## config.mk

```make
export PLATFORM = sky130hd
export DESIGN_NAME = stop_frame_check
export DESIGN_NICKNAME = d
export VERILOG_FILES = /design/src/rtl/stop_frame_check.sv
export SDC_FILE = /design/constraint.sdc
export NUM_CORES = 1
export LEC_CHECK = 0
export ABC_AREA = 1
export CAP_MARGIN = 10
export CORE_MARGIN = 2
export CORE_UTILIZATION = 35
export DETAILED_ROUTE_END_ITERATION = 16
export GPL_TIMING_DRIVEN = 0
export PLACE_DENSITY = 0.62
export SYNTH_ARGS = -nofsm -noshare
export SYNTH_HDL_FRONTEND = slang
export SYNTH_SLANG_ARGS = --single-unit
```

## constraint.sdc

```tcl
create_clock -name CLK -period 1.7 [get_ports CLK]
set_input_delay 0.34 -clock CLK [delete_from_list [all_inputs] [get_ports CLK]]
set_output_delay 0.34 -clock CLK [all_outputs]
set_load 0.02 [all_outputs]
```

## src/rtl/stop_frame_check.sv

```systemverilog
// stop_frame_check: UART RX stop-bit checker with first-bad-bit index and saturating framing-error count.
// Optional sticky framing-error flag is compiled in with `define STP_STICKY_EN.
module stop_frame_check #(
  parameter int STOP_BITS_MAX = 2,
  parameter int IDX_W         = 1,
  parameter int ERR_CNT_W     = 8
) (
  input  logic                 CLK,
  input  logic                 RST,
  input  logic                 frm_start,
  input  logic [IDX_W:0]       stop_bits_cfg,
  input  logic                 stp_chk_en,
  input  logic                 sampled_bit,
  input  logic                 err_clr,
  output logic                 stp_done,
  output logic                 stp_err,
  output logic [IDX_W-1:0]     err_idx,
  output logic                 busy,
  output logic [ERR_CNT_W-1:0] err_cnt,
  output logic                 stp_err_sticky
);
  typedef enum logic {IDLE, CHECK} state_t;
  localparam logic [IDX_W:0] ONE   = (IDX_W+1)'(1);
  localparam logic [IDX_W:0] MAX_N = (IDX_W+1)'(STOP_BITS_MAX);
  state_t               state_q, state_d;
  logic [IDX_W:0]       n_stop_q, n_stop_d, cfg_lo, cfg_clamped;
  logic [IDX_W-1:0]     idx_q, idx_d, cap_q, cap_d, err_idx_q, err_idx_d;
  logic                 acc_q, acc_d, done_q, done_d, err_q, err_d;
  logic [ERR_CNT_W-1:0] cnt_q, cnt_d;
  logic                 chk, bad, last, fin;
  // frm_start always wins over a coincident enable, so the enable is only seen without it
  assign chk         = (state_q == CHECK) && stp_chk_en && !frm_start;
  assign bad         = chk && !sampled_bit;
  assign last        = ({1'b0, idx_q} == n_stop_q - ONE);
  assign fin         = chk && last;
  assign cfg_lo      = (stop_bits_cfg == '0) ? ONE : stop_bits_cfg;
  assign cfg_clamped = (cfg_lo > MAX_N) ? MAX_N : cfg_lo;
  always_ff @(posedge CLK) begin
    if (RST) state_q <= IDLE;
    else     state_q <= state_d;
  end
  always_comb begin
    state_d = frm_start ? CHECK : (fin ? IDLE : state_q);
  end
  always_comb begin
    busy = (state_q == CHECK);
  end
  always_comb begin
    n_stop_d  = frm_start ? cfg_clamped : n_stop_q;
    idx_d     = frm_start ? '0 : (chk ? idx_q + IDX_W'(1) : idx_q);
    acc_d     = frm_start ? 1'b0 : (acc_q | bad);
    cap_d     = frm_start ? '0 : ((bad && !acc_q) ? idx_q : cap_q);
    done_d    = fin;
    err_d     = fin ? (acc_q | bad) : err_q;
    // the last bit may itself be the first failure, so it is captured directly here
    err_idx_d = fin ? (acc_q ? cap_q : (bad ? idx_q : '0)) : err_idx_q;
    cnt_d     = err_clr ? '0 : ((fin && err_d && cnt_q != '1) ? cnt_q + ERR_CNT_W'(1) : cnt_q);
  end
  always_ff @(posedge CLK) begin
    if (RST) begin
      n_stop_q  <= ONE;
      idx_q     <= '0;
      cap_q     <= '0;
      acc_q     <= 1'b0;
      done_q    <= 1'b0;
      err_q     <= 1'b0;
      err_idx_q <= '0;
      cnt_q     <= '0;
    end else begin
      n_stop_q  <= n_stop_d;
      idx_q     <= idx_d;
      cap_q     <= cap_d;
      acc_q     <= acc_d;
      done_q    <= done_d;
      err_q     <= err_d;
      err_idx_q <= err_idx_d;
      cnt_q     <= cnt_d;
    end
  end
  assign stp_done = done_q;
  assign stp_err  = err_q;
  assign err_idx  = err_idx_q;
  assign err_cnt  = cnt_q;
`ifdef STP_STICKY_EN
  logic sticky_q;
  always_ff @(posedge CLK) begin
    if (RST || err_clr)  sticky_q <= 1'b0;
    else if (fin && err_d) sticky_q <= 1'b1;
  end
  assign stp_err_sticky = sticky_q;
`else
  assign stp_err_sticky = 1'b0;
`endif
endmodule
```

* Word level (Yosys, flattened, before mapping)
Index checks and enable logic that the tools add are counted.
** Operators by class
- Order comparisons :: 1
- Add/sub/neg operators :: 3
- Bitwise logic cells :: 1
- Reduce and logical (&&, ||, !) cells :: 14
- Equal/unequal tests :: 2
- Multiplexer cells :: 7
** Operators by type and width (count)
- adder 8 x 1 -> 8 bit, second input constant :: 1
- != test 8 bit, second input constant :: 1
- logical AND 1 bit :: 7
- two-way mux 1 bit :: 5
- two-way mux 2 bit :: 2
- OR reduction 2 bit :: 2
- logical NOT 1 bit :: 3
- == test 1 x 2 -> 1 bit :: 1
- greater-than comparator 2 bit, second input constant :: 1
- logical NOT 2 bit :: 1
- nonzero test 2 bit :: 1
- subtractor 2 x 1 -> 2 bit, second input constant :: 1
- adder 1 bit, second input constant :: 1
- OR 1 bit :: 1
** Storage, ports and cells
- Flip-flop bits (word level) :: 17
- Output and inout port bits :: 13
- Input bits :: 8

* Depth between registers and ports, before layout
- Word-level depth :: 7
- Depth in mapped cells :: 9
- Gate-level depth less buffers :: 9

* Least setup slack after synthesis
Ideal clock, no wire load.
- Path type :: register -> register
- Start point :: reg cnt_q[1], in the netlist err_cnt[1]
- End point :: reg cnt_q[6], in the netlist err_cnt[6]
- Period minus slack after synthesis :: 1.408 ns
- Library setup time :: 0.112 ns
- Setup slack :: 0.292 ns
- Data arrival time :: 1.296 ns
- Required time :: 1.588 ns
- Cell stages (with the launch flop) :: 7
- Buffers on the path :: 0
- Cell sequence :: dfxtp_1 > ha_1 > nand2_2 > nor3_1 > nand2_1 > o21ai_2 > nor2_1
** On the way
- Word-level cells in the longest chain between the ends :: 2
- Elaborated cells on any way between the ends :: 3
- Classes of those cells :: add/sub: 1; eq/ne: 1; reduce/logical: 1
** Ends and longest elaborated chain
- start, declared :: RTL line 29 : logic [ERR_CNT_W-1:0] cnt_q, cnt_d;
- start signal, assigned :: RTL line 77 : cnt_q <= cnt_d;
- parallel branches: the longest is 2 deep, another holds adder 8 x 1 -> 8 bit
Parallel ways; which one is timed is not known.
A chain may end at the register's enable or synchronous reset.

* Final worst setup path
- Start point :: reg state_q, in the netlist busy
- End point :: out busy
** RTL lines
- start, declared :: RTL line 25 : state_t state_q, state_d;
- start signal, assigned :: RTL line 40 : else state_q <= state_d;
- end, declared :: RTL line 18 : output logic busy,
No word-level cell between the ends.

==> impl_summary.txt <==
----------------------------------------------------
[Run status]
  Outcome ... finished clean

[Final layout]
  Leading cell type in the layout, fill and taps excluded ... nand2_1
  Non-filler instance count after layout ... 178
  Core Util, Final ... 46.9%
  Number of fillers in the final layout ... 264
  Area taken by multi-input logic gates ... 504 µm²
  Register area ... 340 µm²
  Most frequent cells in the layout ... nand2_1, inv_1, dfxtp_1
  Area grow syn2layout ... 26.9%
  Share of post-route cells with drive strength above 1 ... 12.8%
  Antenna diode instance count ... 0
  Final net count ... 158

[Floorplan]
  Die width ... 55.2 µm
  Die boundary height ... 55.2 µm
  Full die area ... 3040 µm²
  I/O pin count ... 21
  Core footprint ... 2480 µm²
  FP Rows ... 18
  Starting density of the core ... 37.0%

[Yosys]
  Yosys reg bits ... 17
  Mapped cell area ... 916 µm²
  Library cell with the largest summed area after synthesis ... dfxtp_1
  Number of warnings issued by yosys ... 0
  Sequential share of the synthesized area ... 37.2%
  Avg Cell Area, Syn ... 7.27 µm²
  Proportion of netlist area held by the largest area contributor ... 37.2%
  Number of distinct standard cells referenced by the synthesized netlist ... 23
  Nets in the synthesized netlist ... 135
  Dominant cells by area after synthesis ... dfxtp_1, nand2_1, inv_1
  Number of cells produced by synthesis ... 126

[Worst setup path]
  Critical-path top delay cell ... clkdlybuf4s50_1
  Cells along the critical path ... clkdlybuf4s50_1
  Number of cells on the critical path ... 1
  Worst path required time ... 1360 ps
  Endpoint class of the critical path ... output port
  Largest stage delay on the critical path ... 610 ps
  Critical path start-end classification ... register to output port
  Maximum fanout along the worst path ... 3
  Dominant delay contributor by cell family on the critical path ... buffers and inverters
  Critical Path Source Type ... register
  Number of buffer and inverter stages on the critical path ... 1
  Arrival time of data at the critical path endpoint ... 1300 ps
  Cell count of the worst reg-to-reg path ... 7

[Clock tree]
  Cts bufs inserted ... 3
  Register clock-pin slew on the reported worst setup and hold paths ... 110 ps
  Worst-skew pair later-pin latency ... 300 ps
  Number of buffers inserted by hold repair at cts ... 0
  Count of clock tree sinks ... 17
  Number of buffers inserted to repair setup after CTS ... 0
  Buffer cell driving the clock tree root ... clkbuf_4
  Buffer levels on the longest clock path ... 2
  H-tree lvl count ... 1
  Clock tree from TritonCTS ... built

[Pwr]
  Maximum vdd ir drop ... 560 µV
  Power density relative to cell area ... 608 nW/µm²
  Leakage dissipation ... 0.000514 µW

[Timing]
  Final-report setup violation count ... 0
  Setup repair after global routing missed its margin ... false
  Crit share post-route ... 96.2%
  PnR worst setup slack ... 64.3 ps
  Fmax ... 611 MHz
  Max-slew violation count ... 0
  Fin crit period ... 1640 ps
  Count of final hold-check violations ... 0
  Clock tree skew after final layout ... 5.61 ps

[Global routing]
  Number of antenna violations at the first check in global routing ... 0
  Overall track demand over capacity in global routing ... 15.4%
  Global-route wire length before repair ... 3280 µm
  Number of global-route vias before repair ... 765
  Pin count of the biggest net entering global routing ... 11
  Total global routing overflow ... 0

[Detailed routing]
  Drt first-iter violations ... 12
  Length of the first detailed-routing pass in iterations ... 4
  WL per Instance ... 10.8 µm
  Count of antenna-violating nets left after detailed routing ... 0
  Via total after detailed routing ... 835
  Total wire length after detailed routing ... 1920 µm
  Vias per cell ... 4.69
  DRC violations left ... 0

[Placed design]
  Total placed cells including tap cells ... 174
  Final GP Congestion ... 0.818
  Worst Setup Slack post-DPL ... -99.0 ps
  I/O Buffers ... 18
  HPWL after DPL ... 1450 µm

[Flow run]
  Count of maximum capacitance violations ... 0

[Worst hold path]
  Worst hold path class ... register to register
  Hold Path Stages ... 2

----------------------------------------------------
[synthesized netlist by cell type]
cell / instances
a21oi_2: 1
inv_1: 17
ha_1: 1
nand3_1: 8
dfxtp_1: 17
xor2_1: 1
nand3b_1: 1
o21bai_1: 1
nand2_2: 4
o21ai_0: 4
buf_4: 1
nor2_8: 1
nor2_1: 8
nor3_1: 2
conb_1: 1
nand3_4: 2
nand2_1: 35
o21ai_1: 2
o21ai_2: 1
nor2_4: 4
nand4_1: 3
a21oi_1: 10
nand2_4: 1
[where the power goes]
group          switching [µW]  internal (µW)  total [µW]
logic                    40.2           29.4        69.6
registers                3.92            405         409
clock network             140           87.8         228
[metrics by stage]
step	setup TNS [ps]	total power [µW]	instance area, µm²	hold WS (ps)
after CTS	0	723	1150	484
final	0	706	1160	476
after global routing	0	741	1160	503
after global placement	-497	486	1130	457
after detailed placement	-662	488	1130	468
after floorplan	0	459	916	419
[timing repair]
item                                    4_1_cts  5_1_grt
resized for setup                             5        3
endpoints found under the setup margin        5        3
gates cloned                                  0        0
[path summary, 6_finish.rpt]
kind | from | endpoint | slack [ps]
max | busy | busy | 60
min | cap_q | cap_q | 480
max reg2reg | err_cnt[1] | err_cnt[3] | 320
min reg2reg | cap_q | cap_q | 480
[routing by layer]
metal,track usage (%),wire length [µm]
met5,0,0
met4,3.66,13
met3,5.38,106
met2,26.6,904
met1,18.1,892
[layout make-up]
| cell class | count | share of cell area [%] |
|---|---|---|
| Clock inverter | 1 | 0.431 |
| Inverter | 17 | 5.49 |
| Multi-Input combinational cell | 91 | 43.4 |
| Timing Repair Buffer | 18 | 15.6 |
| Clock buffer | 3 | 1.94 |
| Sequential cell | 17 | 29.3 |
| Tap cell | 30 | 3.23 |
| Buffer | 1 | 0.646 |
[worst min-delay path, stage by stage, from the launching register on]
cell and delay, ps:
dfxtp_1 320, nand2_1 60, a21oi_1 60
[kinds of logic (layout without fill, tap and decap cells)]
kind of cell    count (synthesis)  count (layout)  share of synthesized area, %
other cells                     1               1                         0.409
xor+xnor                        1               1                         0.956
buf+inv                        18              40                          7.79
flops                          17              17                          37.2
fa+ha+maj                       1               1                          1.37
simple gates                   69              69                          40.8
compound gates                 19              19                          11.5
[flip-flops by register name (all words and copies together), names as in the netlist]
| signal | cells |
|---|---|
| err_cnt | 8 |
| stp_done | 1 |
| n_stop_q | 2 |
| err_idx | 1 |
| cap_q | 1 |
| busy | 1 |
| acc_q | 1 |
| stp_err | 1 |
| idx_q | 1 |
Power figures use the tool's default switching activity.
